===== src/rtl/mmio_uart_tx.sv =====
// Memory-mapped UART transmitter: TXDATA/STATUS register window, TX FIFO, 8N1 serializer.
// Define UART_TX_PARITY_EN to append an even-parity bit (11-bit frames).
module mmio_uart_tx #(
    parameter logic [31:0] BASE_ADDR    = 32'h0000_0400,
    parameter int          CLKS_PER_BIT = 16,
    parameter int          FIFO_DEPTH   = 8
) (
    input  logic        clk,
    input  logic        rst_n,
    input  logic        W_en,
    input  logic        R_en,
    input  logic [31:0] addr,
    input  logic [2:0]  RW_type,
    input  logic [31:0] din,
    output logic [31:0] dout,
    output logic        tx,
    output logic        tx_busy
);
    localparam int PTR_W = $clog2(FIFO_DEPTH);
    localparam int CNT_W = $clog2(CLKS_PER_BIT);
    localparam logic [31:0]      TXDATA_ADDR = BASE_ADDR;
    localparam logic [31:0]      STATUS_ADDR = BASE_ADDR + 32'd4;
    localparam logic [CNT_W-1:0] BAUD_RELOAD = CNT_W'(CLKS_PER_BIT - 1);
    localparam logic [PTR_W:0]   FULL_COUNT  = (PTR_W + 1)'(FIFO_DEPTH);

`ifdef UART_TX_PARITY_EN
    typedef enum logic [2:0] {IDLE = 3'd0, START = 3'd1, DATA = 3'd2, STOP = 3'd3, PARITY = 3'd4} state_t;
`else
    typedef enum logic [2:0] {IDLE = 3'd0, START = 3'd1, DATA = 3'd2, STOP = 3'd3} state_t;
`endif

    logic [7:0]       fifo_mem [FIFO_DEPTH];
    logic [PTR_W-1:0] wr_ptr_reg, rd_ptr_reg;
    logic [PTR_W:0]   count_reg;
    logic             overflow_reg, overflow_next;
    logic             full, empty, push, pop, wr_txdata, wr_status;
    logic [7:0]       head;

    state_t           state_reg, state_next;
    logic             tx_reg, tx_next;
    logic [CNT_W-1:0] baud_reg, baud_next;
    logic [7:0]       shift_reg, shift_next;
    logic [2:0]       bit_reg, bit_next;
`ifdef UART_TX_PARITY_EN
    logic             parity_reg, parity_next;
`endif

    // Access size and upper store bytes carry no meaning for byte-wide TX.
    logic unused_inputs;
    assign unused_inputs = ^{RW_type, din[31:8]};

    assign wr_txdata = W_en && (addr == TXDATA_ADDR);
    assign wr_status = W_en && (addr == STATUS_ADDR);
    assign full      = (count_reg == FULL_COUNT);
    assign empty     = (count_reg == '0);
    assign head      = fifo_mem[rd_ptr_reg];
    // A pop in the same cycle frees a slot, so a push into a full FIFO still lands.
    assign push      = wr_txdata && (!full || pop);

    always_comb begin
        overflow_next = overflow_reg;
        if (wr_status)
            overflow_next = 1'b0;
        if (wr_txdata && full && !pop)
            overflow_next = 1'b1;
    end

    always_ff @(posedge clk) begin
        if (push)
            fifo_mem[wr_ptr_reg] <= din[7:0];
    end

    always_ff @(posedge clk or negedge rst_n) begin
        if (!rst_n) begin
            wr_ptr_reg   <= '0;
            rd_ptr_reg   <= '0;
            count_reg    <= '0;
            overflow_reg <= 1'b0;
        end else begin
            if (push)
                wr_ptr_reg <= wr_ptr_reg + PTR_W'(1);
            if (pop)
                rd_ptr_reg <= rd_ptr_reg + PTR_W'(1);
            if (push && !pop)
                count_reg <= count_reg + (PTR_W + 1)'(1);
            else if (pop && !push)
                count_reg <= count_reg - (PTR_W + 1)'(1);
            overflow_reg <= overflow_next;
        end
    end

    always_comb begin
        state_next = state_reg;
        tx_next    = tx_reg;
        baud_next  = baud_reg;
        shift_next = shift_reg;
        bit_next   = bit_reg;
`ifdef UART_TX_PARITY_EN
        parity_next = parity_reg;
`endif
        pop = 1'b0;
        case (state_reg)
            IDLE: begin
                if (!empty)
                    pop = 1'b1;
            end
            START: begin
                if (baud_reg == '0) begin
                    state_next = DATA;
                    tx_next    = shift_reg[0];
                    baud_next  = BAUD_RELOAD;
                    bit_next   = 3'd0;
                end else begin
                    baud_next = baud_reg - CNT_W'(1);
                end
            end
            DATA: begin
                if (baud_reg == '0) begin
                    baud_next = BAUD_RELOAD;
                    if (bit_reg == 3'd7) begin
`ifdef UART_TX_PARITY_EN
                        state_next = PARITY;
                        tx_next    = parity_reg;
`else
                        state_next = STOP;
                        tx_next    = 1'b1;
`endif
                    end else begin
                        shift_next = {1'b0, shift_reg[7:1]};
                        tx_next    = shift_reg[1];
                        bit_next   = bit_reg + 3'd1;
                    end
                end else begin
                    baud_next = baud_reg - CNT_W'(1);
                end
            end
`ifdef UART_TX_PARITY_EN
            PARITY: begin
                if (baud_reg == '0) begin
                    state_next = STOP;
                    tx_next    = 1'b1;
                    baud_next  = BAUD_RELOAD;
                end else begin
                    baud_next = baud_reg - CNT_W'(1);
                end
            end
`endif
            STOP: begin
                if (baud_reg == '0) begin
                    if (!empty)
                        pop = 1'b1;
                    else
                        state_next = IDLE;
                end else begin
                    baud_next = baud_reg - CNT_W'(1);
                end
            end
            default: state_next = IDLE;
        endcase
        // Loading the next byte starts its start bit immediately, giving gapless frames.
        if (pop) begin
            state_next = START;
            tx_next    = 1'b0;
            shift_next = head;
            baud_next  = BAUD_RELOAD;
`ifdef UART_TX_PARITY_EN
            parity_next = ^head;
`endif
        end
    end

    always_ff @(posedge clk or negedge rst_n) begin
        if (!rst_n) begin
            state_reg <= IDLE;
            tx_reg    <= 1'b1;
            baud_reg  <= '0;
            shift_reg <= '0;
            bit_reg   <= '0;
`ifdef UART_TX_PARITY_EN
            parity_reg <= 1'b0;
`endif
        end else begin
            state_reg <= state_next;
            tx_reg    <= tx_next;
            baud_reg  <= baud_next;
            shift_reg <= shift_next;
            bit_reg   <= bit_next;
`ifdef UART_TX_PARITY_EN
            parity_reg <= parity_next;
`endif
        end
    end

    assign tx      = tx_reg;
    assign tx_busy = (state_reg != IDLE) || !empty;

    always_comb begin
        dout = 32'b0;
        if (R_en && (addr == STATUS_ADDR))
            dout = {28'b0, overflow_reg, tx_busy, empty, full};
        else if (R_en && (addr == TXDATA_ADDR))
            dout = {24'b0, head};
    end
endmodule


===== config.mk =====
export PLATFORM = sky130hd
export DESIGN_NAME = mmio_uart_tx
export DESIGN_NICKNAME = d
export VERILOG_FILES = /design/src/rtl/mmio_uart_tx.sv
export SDC_FILE = /design/constraint.sdc
export NUM_CORES = 1
export LEC_CHECK = 0
export BUFFER_PORTS_ARGS = -buffer_cell sky130_fd_sc_hd__buf_4
export CELL_PAD_IN_SITES_DETAIL_PLACEMENT = 0
export CELL_PAD_IN_SITES_GLOBAL_PLACEMENT = 1
export CORE_ASPECT_RATIO = 0.5
export CORE_MARGIN = 2
export CORE_UTILIZATION = 44
export DETAILED_ROUTE_END_ITERATION = 8
export GPL_TIMING_DRIVEN = 0
export PLACE_DENSITY_LB_ADDON = 0.08
export REMOVE_ABC_BUFFERS = 1
export SYNTH_ARGS = -nofsm -noshare
export SYNTH_HDL_FRONTEND = slang
export SYNTH_SLANG_ARGS = --single-unit
export TNS_END_PERCENT = 20

===== constraint.sdc =====
create_clock -name clk -period 3.9 [get_ports clk]
set_clock_uncertainty 0.2 [all_clocks]
set_input_delay 0.78 -clock clk [delete_from_list [all_inputs] [get_ports clk]]
set_output_delay 0.78 -clock clk [all_outputs]
set_load 0.05 [all_outputs]

==> results.toml <==
[place]
io_buffers = 53
place_area_um2 = 4900
hpwlAfterDp_um = 5890
pre_cts_ws_ns = 0.172
dp.cells = 489
routabilityCongestion = 0.686

[timing]
finalHoldViolCount = 0
setup_tns_ns = 0
hold_ws_ns = 0.168
timing.final.ws_setup_ns = 0.289
tightest_slew_ns = 0.958
period_share_pct = 92.6
maxSlewHeadroom_pct = 35.9
rsz0062_at_grt = "no"
setup_violations = 0
max_freq_mhz = 277
final_max_slew_viol_count = 0
min_period_ns = 3.61

[power_and_ir_drop]
power_density_nw_per_um2 = 380
p_leak_nw = 2.01
vdd_drop_max_mv = 0.266

[clock_tree]
cts_buffer_depth = 2
path_clk_slew_ns = 0.06
cts_root_buf = "clkbuf_16"
clock-sinks = 93
clkLatencyLatePin_ns = 0.34
cts_buffers = 9
cts_hold_buffers = 0
cts_setup_buffers = 0
htreeDepth = 3
ctsResizeCount = 0
cts_tree = "yes"

[finish]
multi_input_comb_area_um2 = 1650
antenna-diode-count = 0
area.growth.synth_to_final_pct = 15.1
instances_no_fill = 505
final_area_um2 = 5180
final_common_cell = "edfxtp_1"
fillCellCount = 880
fin_nets = 445
layout_common_cells = "edfxtp_1 (64), buf_4 (53), dfrtp_1 (27)"
drive_gt1_share_pct = 28.5
largest_reg_flops = 64
regArea_um2 = 2650

[global_routing]
grt_pass1_vias = 2605
overflow = 0
grt_pass1_wl_um = 13500
antenna_found_initial = 0
grt_max_degree = 30
gr-usage-all-layers_pct = 16.4

[setup_path]
worst-setup-path-type = "flop to flop"
critPathLaunchType = "flop"
path_max_fanout = 24
worstPathRequired_ns = 3.92
endpoint_kind = "flop"
crit_arrival_ns = 3.63

[drt]
drcViolationCount = 0
viasPerCell = 5.16
ant_nets = 0
first_pass_iters = 4
wl_um = 8570
drt_first_iter_violations = 122
vias = 2604
wire_per_inst_um = 17.0

[die]
fp-row-count = 26
num_io_pins = 105
initial_core_util_pct = 44.6
core_area_um2 = 10100
die_width_um = 147
fp.dieH_um = 75.5
die-area_um2 = 11100

[worst_hold_path]
min_path_type = "input port to async pin"

[logic_synthesis]
synthFlopType = "edfxtp_1"
ys_seq_area_share_pct = 58.9
syn_area_um2 = 4500
synth.largest_area_cell = "edfxtp_1"
synth_top_area_share_pct = 42.7
synth.avg_cell_area_um2 = 14.5
netlist_instances = 310
async_reset_ff_share_pct = 31.2
ys_top_cells_by_area = "edfxtp_1 (43%), dfrtp_1 (16%), mux4_2 (8.0%)"
ys_seq_elements = 93
yosys_warnings = 0
yosysUniqueCellTypes = 51
synth_edf_count = 64

[run_status]
status = "finished, final reports clean"

[flow_run]
cap_violations = 0
-- metrics by stage --
| step | utilization (%) | power (mW) |
|---|---|---|
| 2_1_floorplan | - | 1.13 |
| 3_3_place_gp | 48.6 | 1.18 |
| 3_5_place_dp | 48.6 | 1.18 |
| 4_1_cts | 51.3 | 1.99 |
| 5_1_grt | 51.4 | 2.04 |
| 6_report | 51.4 | 1.97 |
-- layout make-up --
| class | instances | share of cell area, % |
|---|---|---|
| inverter | 9 | 0.652 |
| tap | 140 | 3.38 |
| multi-input combinational | 194 | 31.8 |
| clock buffer | 10 | 4.42 |
| timing repair buffer | 53 | 7.68 |
| clock inverter | 6 | 0.870 |
| sequential | 93 | 51.2 |
-- power by group --
group          internal [mW]  switching, mW
clock                  0.438          0.367
sequential              1.06  0.00000000129
combinational         0.0305         0.0744
total                   1.52          0.442
-- logic make-up (layout without fill, tap and decap cells) --
kind of cell	after synthesis	count (layout)	synth area share [%]
flops	93	93	58.9
simple gates	66	66	8.32
buf+inv	46	78	6.54
mux	45	45	14.7
compound gates	35	35	5.42
fa+ha+maj	14	14	4.06
xor+xnor	10	10	1.95
other cells	1	24	0.0834
-- worst max-delay path: stages (launching register included) --
cell	delay (ns)
dfrtp_1	0.40
inv_1	0.13
ha_1	0.22
nor3b_4	0.31
a21oi_1	0.16
or3_2	0.70
ha_1	0.32
inv_1	0.12
ha_1	0.25
a21o_1	0.17
a21oi_1	0.16
xnor2_1	0.14
nor2_1	0.07
xor2_1	0.14
-- layer usage --
layer  global-route usage [%]  routed length (µm)
met1                     20.0                3780
met2                     29.2                4190
met3                     5.75                 525
met4                     3.42                  71
met5                        0                   0
-- worst paths after layout --
| path | start | endpoint | slack, ns | depth (start not counted) |
|---|---|---|---|---|
| setup / recovery | baud_reg[0] | count_reg[3] | 0.29 | 13 |
| hold / removal | rst_n | baud_reg[0] | 0.17 | 1 |
| setup reg to reg | baud_reg[0] | count_reg[3] | 0.29 | 13 |
| hold reg to reg | wr_ptr_reg[2] | wr_ptr_reg[2] | 0.31 | 1 |
| max in group asynchronous | rst_n | tx | 3.02 | 1 |
| min in group clk | wr_ptr_reg[2] | wr_ptr_reg[2] | 0.31 | 1 |
-- Yosys cell counts, drive strengths merged (2+ instances only) --
cell / n
edfxtp: 64
buf: 32
dfrtp: 28
nor2: 20
mux2i: 19
mux4: 16
ha: 13
nand2: 12
mux2: 10
inv: 9
a21oi: 7
a22o: 7
nor3: 7
nor4: 7
o21ai: 6
xnor2: 6
clkbuf: 5
nand3: 4
o211ai: 4
xor2: 4
nand4: 3
a211oi: 2
a31oi: 2
nand2b: 2
nand4b: 2
nor4b: 2
o31ai: 2
or3b: 2
No activity file was read; power rests on OpenSTA's default activity.
